<file path="config.mk">
export PLATFORM = sky130hd
export DESIGN_NAME = mul_stage_for_607
export DESIGN_NICKNAME = d
export VERILOG_FILES = /design/src/rtl/mul_stage_for_607.sv
export SDC_FILE = /design/constraint.sdc
export NUM_CORES = 1
export LEC_CHECK = 0
export ABC_AREA = 1
export BUFFER_PORTS_ARGS = -buffer_cell sky130_fd_sc_hd__buf_4
export CAP_MARGIN = 20
export CORE_AREA = 2 2 95 97
export CTS_CLUSTER_DIAMETER = 150
export DETAILED_ROUTE_END_ITERATION = 8
export DIE_AREA = 0 0 97 99
export PLACE_DENSITY = 0.81
export SYNTH_ARGS = -nofsm -noshare
export SYNTH_HDL_FRONTEND = slang
export SYNTH_SLANG_ARGS = --single-unit
</file>
<file path="constraint.sdc">
create_clock -name clk -period 2.6 [get_ports clk]
set_clock_uncertainty 0.1 [all_clocks]
set_input_delay 0 -clock clk [delete_from_list [all_inputs] [get_ports clk]]
set_output_delay 0 -clock clk [all_outputs]
set_load 0.02 [all_outputs]
</file>
<file path="src/rtl/mul_stage_for_607.sv">
`default_nettype none
// ============================================================================
// Module   : mul_stage_for_607
// Brief    : Iterative LSB-first shift-add multiplier with valid/ready
//            handshake and operand range flag, feeding the mod-607 reducer.
// Revision : 1.0 - initial release
// ============================================================================
module mul_stage_for_607 #(
   parameter int WIDTH      = 10,
   parameter int PROD_WIDTH = 19,
   parameter int Q          = 607
) (
   input  logic                  clk,
   input  logic                  rst,
   input  logic                  in_valid,
   output logic                  in_ready,
   input  logic [WIDTH-1:0]      in_a,
   input  logic [WIDTH-1:0]      in_b,
   output logic                  out_valid,
   input  logic                  out_ready,
   output logic [PROD_WIDTH-1:0] out_prod,
   output logic                  range_err,
   output logic                  busy
);

   localparam int CNT_W = (WIDTH > 1) ? $clog2(WIDTH) : 1;
   localparam logic [WIDTH:0] c_q    = (WIDTH+1)'(Q);
   localparam logic [CNT_W-1:0] c_last = CNT_W'(WIDTH - 1);

   typedef enum logic [1:0] {
      S_IDLE = 2'd0,
      S_BUSY = 2'd1,
      S_DONE = 2'd2
   } state_t;

   state_t                  state_q,  state_d;
   logic [2*WIDTH-1:0]      acc_q,    acc_d;
   logic [2*WIDTH-1:0]      mcand_q,  mcand_d;
   logic [WIDTH-1:0]        mplier_q, mplier_d;
   logic [CNT_W-1:0]        cnt_q,    cnt_d;
   logic [PROD_WIDTH-1:0]   prod_q,   prod_d;
   logic                    err_q,    err_d;

   logic [2*WIDTH-1:0]      w_sum;
   logic                    w_a_oor;
   logic                    w_b_oor;

   assign w_sum   = acc_q + (mplier_q[0] ? mcand_q : '0);
   assign w_a_oor = ({1'b0, in_a} >= c_q);
   assign w_b_oor = ({1'b0, in_b} >= c_q);

   always_ff @(posedge clk) begin
      if (rst) begin
         state_q  <= S_IDLE;
         acc_q    <= '0;
         mcand_q  <= '0;
         mplier_q <= '0;
         cnt_q    <= '0;
         prod_q   <= '0;
         err_q    <= 1'b0;
      end else begin
         state_q  <= state_d;
         acc_q    <= acc_d;
         mcand_q  <= mcand_d;
         mplier_q <= mplier_d;
         cnt_q    <= cnt_d;
         prod_q   <= prod_d;
         err_q    <= err_d;
      end
   end

   always_comb begin
      state_d  = state_q;
      acc_d    = acc_q;
      mcand_d  = mcand_q;
      mplier_d = mplier_q;
      cnt_d    = cnt_q;
      prod_d   = prod_q;
      err_d    = err_q;
      case (state_q)
         S_IDLE: begin
            if (in_valid) begin
               mcand_d  = {{WIDTH{1'b0}}, in_a};
               mplier_d = in_b;
               acc_d    = '0;
               cnt_d    = '0;
               err_d    = w_a_oor || w_b_oor;
               state_d  = S_BUSY;
            end
         end
         S_BUSY: begin
            acc_d    = w_sum;
            mcand_d  = mcand_q << 1;
            mplier_d = mplier_q >> 1;
            cnt_d    = cnt_q + CNT_W'(1);
            // Product register only updates on the last iteration so out_prod
            // stays put outside DONE instead of tracking the partial sums.
            if (cnt_q == c_last) begin
               prod_d  = w_sum[PROD_WIDTH-1:0];
               state_d = S_DONE;
            end
         end
         S_DONE: begin
            if (out_ready) begin
               state_d = S_IDLE;
            end
         end
         default: begin
            state_d = S_IDLE;
         end
      endcase
   end

   assign in_ready  = (state_q == S_IDLE);
   assign out_valid = (state_q == S_DONE);
   assign busy      = (state_q == S_BUSY);
   assign out_prod  = prod_q;
   assign range_err = err_q;

endmodule
`default_nettype wire

</file>
### After elaboration in Yosys (flattened, before gate mapping)

Index checks and enable logic that the tools add are counted.

* flip-flop bits (word level): 76
* output and inout bits: 23
* logic and storage cells: 37
* input port bits: 24

* reductions and logical operators: 7
* multiplexer cells: 13
* eq/ne operators: 6
* magnitude comparators: 2
* add/sub/neg operators: 2

Operator list (count)
* one-hot mux 20 bit (2 select lines): 2
* two-way mux 20 bit: 3
* adder 20 bit: 1
* >= comparator 10 bit, second input constant: 2
* one-hot mux 10 bit (2 select lines): 1
* two-way mux 10 bit: 1
* one-hot mux 4 bit (2 select lines): 1
* two-way mux 2 bit: 3
* one-hot mux 2 bit (3 select lines): 1
* AND reduction 2 bit: 3
* adder 4 x 1 -> 4 bit, second input constant: 1
* == test 4 bit, second input constant: 1
* two-way mux 4 bit: 1
* inequality test 2 x 1 -> 1 bit, second input constant: 2
* AND reduction 3 bit: 1
* == test 2 x 1 -> 1 bit, second input constant: 1
* == test 2 bit, second input constant: 1
* logical NOT 2 bit: 1
* inequality test 2 bit, second input constant: 1
* nonzero test 2 bit: 1
* logical OR 1 bit: 1

### Longest topological paths before layout

* depth after elaboration: 3
* depth in mapped cells: 18
* gate-level depth less buffers: 16

### Worst setup path before layout

Ideal clock, no wire load.

* path kind: register -> register
* from: register mplier_q[0]
* to: register prod_q[12], in the netlist out_prod[12]
* arrival time: 2.327 ns
* path buffers: 2
* path slack: 0.065 ns
* stages on the path, launching flop included: 19
* period minus slack after synthesis: 2.535 ns
* required time: 2.392 ns
* path through: dfxtp_1 -> clkbuf_1 -> buf_1 -> nand2_1 -> inv_1 -> ha_1 -> inv_1 -> fa_1 -> inv_1 -> nand3_1 -> nand3_1 -> nand2_1 -> nand2_1 -> nand2_1 -> nand2_1 -> nand2_1 -> nand2_1 -> a21o_1 -> inv_1

* word-level cells in the longest chain between the ends: 2

RTL lines
* start: declaration: RTL line 39 `logic [WIDTH-1:0] mplier_q, mplier_d;`
* start signal: assignment: RTL line 65 `mplier_q <= mplier_d;`
* two-way mux 20 bit: RTL line 48 `assign w_sum = acc_q + (mplier_q[0] ? mcand_q : '0);`
* adder 20 bit: RTL line 48
* end signal: assignment: RTL line 67 `prod_q <= prod_d;`
* end: declaration: RTL line 41 `logic [PROD_WIDTH-1:0] prod_q, prod_d;`

No other way between the ends.
A chain may end at the register's enable or synchronous reset.

### Worst setup path after layout

* from: register mplier_q[0]
* to: register prod_q[16], in the netlist out_prod[16]

The elaborated chain is that of the path after synthesis.

==> run_results.csv <==
group,metric,value,unit
drt,drt_iter0_drc,184,
worst_setup_path,cp.required,2760,ps
outcome,outcome,"completed",
clock_tree,cts_setup_buffers,0,
logic_synthesis,synth_flop_cell,"dfxtp_1",
cells_and_area,final_common_cell,"nand2_1",
clock_tree,cts_sinks,74,
logic_synthesis,yosysSeqAreaShare,0.356,
drt,drt_first_pass_iters,5,
logic_synthesis,synth.avg_cell_area,6.74,um2
floorplanning,floorplan.rows,34,
timing,finalCritPeriodShare,0.885,
placed_design,dp_hpwl,7170,um
logic_synthesis,synth_edf_count,0,
cells_and_area,final_core_util,0.579,
floorplanning,ioPinCount,47,
placed_design,globalplace.congestion,0.862,
timing,fin_setup_tns,0,ps
timing,finalCriticalPeriod,2300,ps
power,internal_power,1.74,mW
worst_setup_path,path_max_fanout,7,
timing,slew_violations,0,
timing,setup_ws,298,ps
power,ir_drop,0.268,mV
cells_and_area,diodes,0,
drt,vias_per_cell,5.14,
global_routing,grt_usage,0.214,
global_routing,grt_max_degree,52,
power,p_leak,2.35,nW
timing,fmax,0.434,GHz
floorplanning,die-height,99,um
timing,worst_pin_slew,634,ps
logic_synthesis,async_reset_ff_frac,0,
placed_design,dpl_worst_slack,217,ps
power,pwr-share-comb,0.122,
worst_setup_path,path_class,"reg -> reg",
clock_tree,cts-htree-levels,3,
power,swShare,0.278,
drt,drc,0,
logic_synthesis,netlist_area,4160,um2
power,totalPowerFinal,2.41,mW
cells_and_area,fin_nets,720,
power,power_density,486,nW/um2
timing,rsz0062_at_grt,"no",
worst_setup_path,reg2reg_slack,300,ps
placed_design,place_area,4520,um2
clock_tree,clockBufferDepth,2,
global_routing,grt_first_pass_wirelength,17100,um
logic_synthesis,synth_cell_types,33,
drt,wl_per_cell,12.7,um
timing,final-hold-violation-count,0,
placed_design,dp.cells,749,
global_routing,grt_pass1_vias,3834,
job,drv_cap,0,
power,p_clk_frac,0.378,
clock_tree,clock-root-buffer,"clkbuf_8",
logic_synthesis,postSynthNetCount,662,
cells_and_area,drive_above_1_share,0.119,
logic_synthesis,yosys_register_bits,74,
floorplanning,die_x,97,um
power,p_switching,0.669,mW
worst_setup_path,start_kind,"flop",
floorplanning,fp.coreArea,8550,um2
placed_design,io_buffers,46,
drt,detail-route-antenna-nets,0,
cells_and_area,syn_to_final_growth,19.0,%
timing,whs,20.3,ps
cells_and_area,design_area,4950,um2
power,seqPwrFrac,0.500,
timing,relSlewSlack,0.577,
clock_tree,clk_pin_slew,80,ps
clock_tree,cts_tree,"built",
clock_tree,insertion_delay,360,ps
drt,vias,4052,
logic_synthesis,synthCells,617,
timing,finalSetupViolCount,0,
cells_and_area,fin_cells,788,
global_routing,overflow,0,
cells_and_area,layout_common_cells,"nand2_1, dfxtp_1, a21oi_1",
logic_synthesis,yosys_warnings,0,
clock_tree,cts_buffers,9,
worst_setup_path,end_kind,"flop",
worst_setup_path,cp.arrival,2460,ps
min_path,hold_path.class,"in -> reg",
global_routing,antenna_found_initial,0,
drt,totalWireLength,10000,um
floorplanning,start_util,0.486,
floorplanning,dieArea,9600,um2
==> final cells by class <==
cell class,count,area [um2]
multi-input cells,455,2290
repair buffers,73,606
fillers,801,3600
well taps,108,135
inverters,62,240
clock buffers,9,124
clock inverters,7,76.3
flip-flops and latches,74,1480
==> flip-flops by register name, summed over array words and instances, names as in the netlist <==
register,flops
acc_q,19
mcand_q,19
out_prod,19
mplier_q,10
cnt_q,4
state_q,2
range_err,1
==> synth_stat cells, types with 2 or more instances <==
cell type	number	share of area
nand3b_1	11	0.020
buf_4	2	0.0036
a21o_1	5	0.0090
a21oi_1	67	0.081
nor3_1	4	0.0048
a31oi_1	18	0.027
nor2_1	37	0.033
o21ai_0	27	0.033
inv_2	3	0.0027
nand2_1	219	0.20
o21ai_1	3	0.0036
nor2_8	3	0.014
xor2_1	6	0.013
dfxtp_1	74	0.36
buf_2	6	0.0072
inv_1	57	0.051
nand3_1	25	0.030
buf_6	5	0.014
clkbuf_1	10	0.0090
buf_1	3	0.0027
ha_1	20	0.060
==> power groups by stage <==
stage / combinational, mW / clock, mW / sequential [mW]
2_1_floorplan: 0.197 / 0 / 1.22
3_3_place_gp: 0.257 / 0 / 1.23
3_5_place_dp: 0.264 / 0 / 1.23
4_1_cts: 0.291 / 0.924 / 1.20
5_1_grt: 0.327 / 0.977 / 1.21
6_report: 0.293 / 0.911 / 1.20
==> worst max-delay path, cell delays in order, from the launching register on <==
cell and delay [ps]:
dfxtp_2 380, nand2_1 60, inv_1 50, ha_1 210, inv_1 70, fa_1 410, inv_1 90, nand3_1 60
nand3_1 140, nand2_1 70, nand2_1 140, nand2_1 90, nand2_1 70, nand2_1 60, nand2_1 80, a21o_1 110
inv_1 30
==> worst paths after layout <==
| path | start | end | cells past startpoint |
|---|---|---|---|
| setup reg to reg | mplier_q[0] | out_prod[16] | 16 |
| hold reg to reg | out_prod[2] | out_prod[2] | 2 |
| hold / removal | rst | mcand_q[10] | 2 |
| setup / recovery | mplier_q[0] | out_prod[16] | 16 |
==> routing by layer <==
layer	share of wire	track usage	wire length [um]
met1	0.46	0.276	4640
met2	0.48	0.367	4800
met3	0.044	0.0404	445
met4	0.012	0.0618	119
met5	0	0	0
==> cell families (layout without fill, tap and decap cells) <==
logic type	count (synthesis)	after routing	share of synthesized area
adder cells (fa/ha/maj)	21	21	0.0650
AO/OA/AOI/OAI	122	122	0.158
buffers and inverters	88	151	0.0939
AND/OR/NAND/NOR	305	305	0.312
XOR/XNOR	7	7	0.0147
flip-flops	74	74	0.356
==> what timing repair did <==
| item | CTS | global route |
|---|---|---|
| hold buffers | 23 | 0 |
| resized for setup | 0 | 1 |
| endpoints found under the hold margin | 23 | 0 |
| setup endpoints to repair | 0 | 4 |
Power figures use the tool's default switching activity.
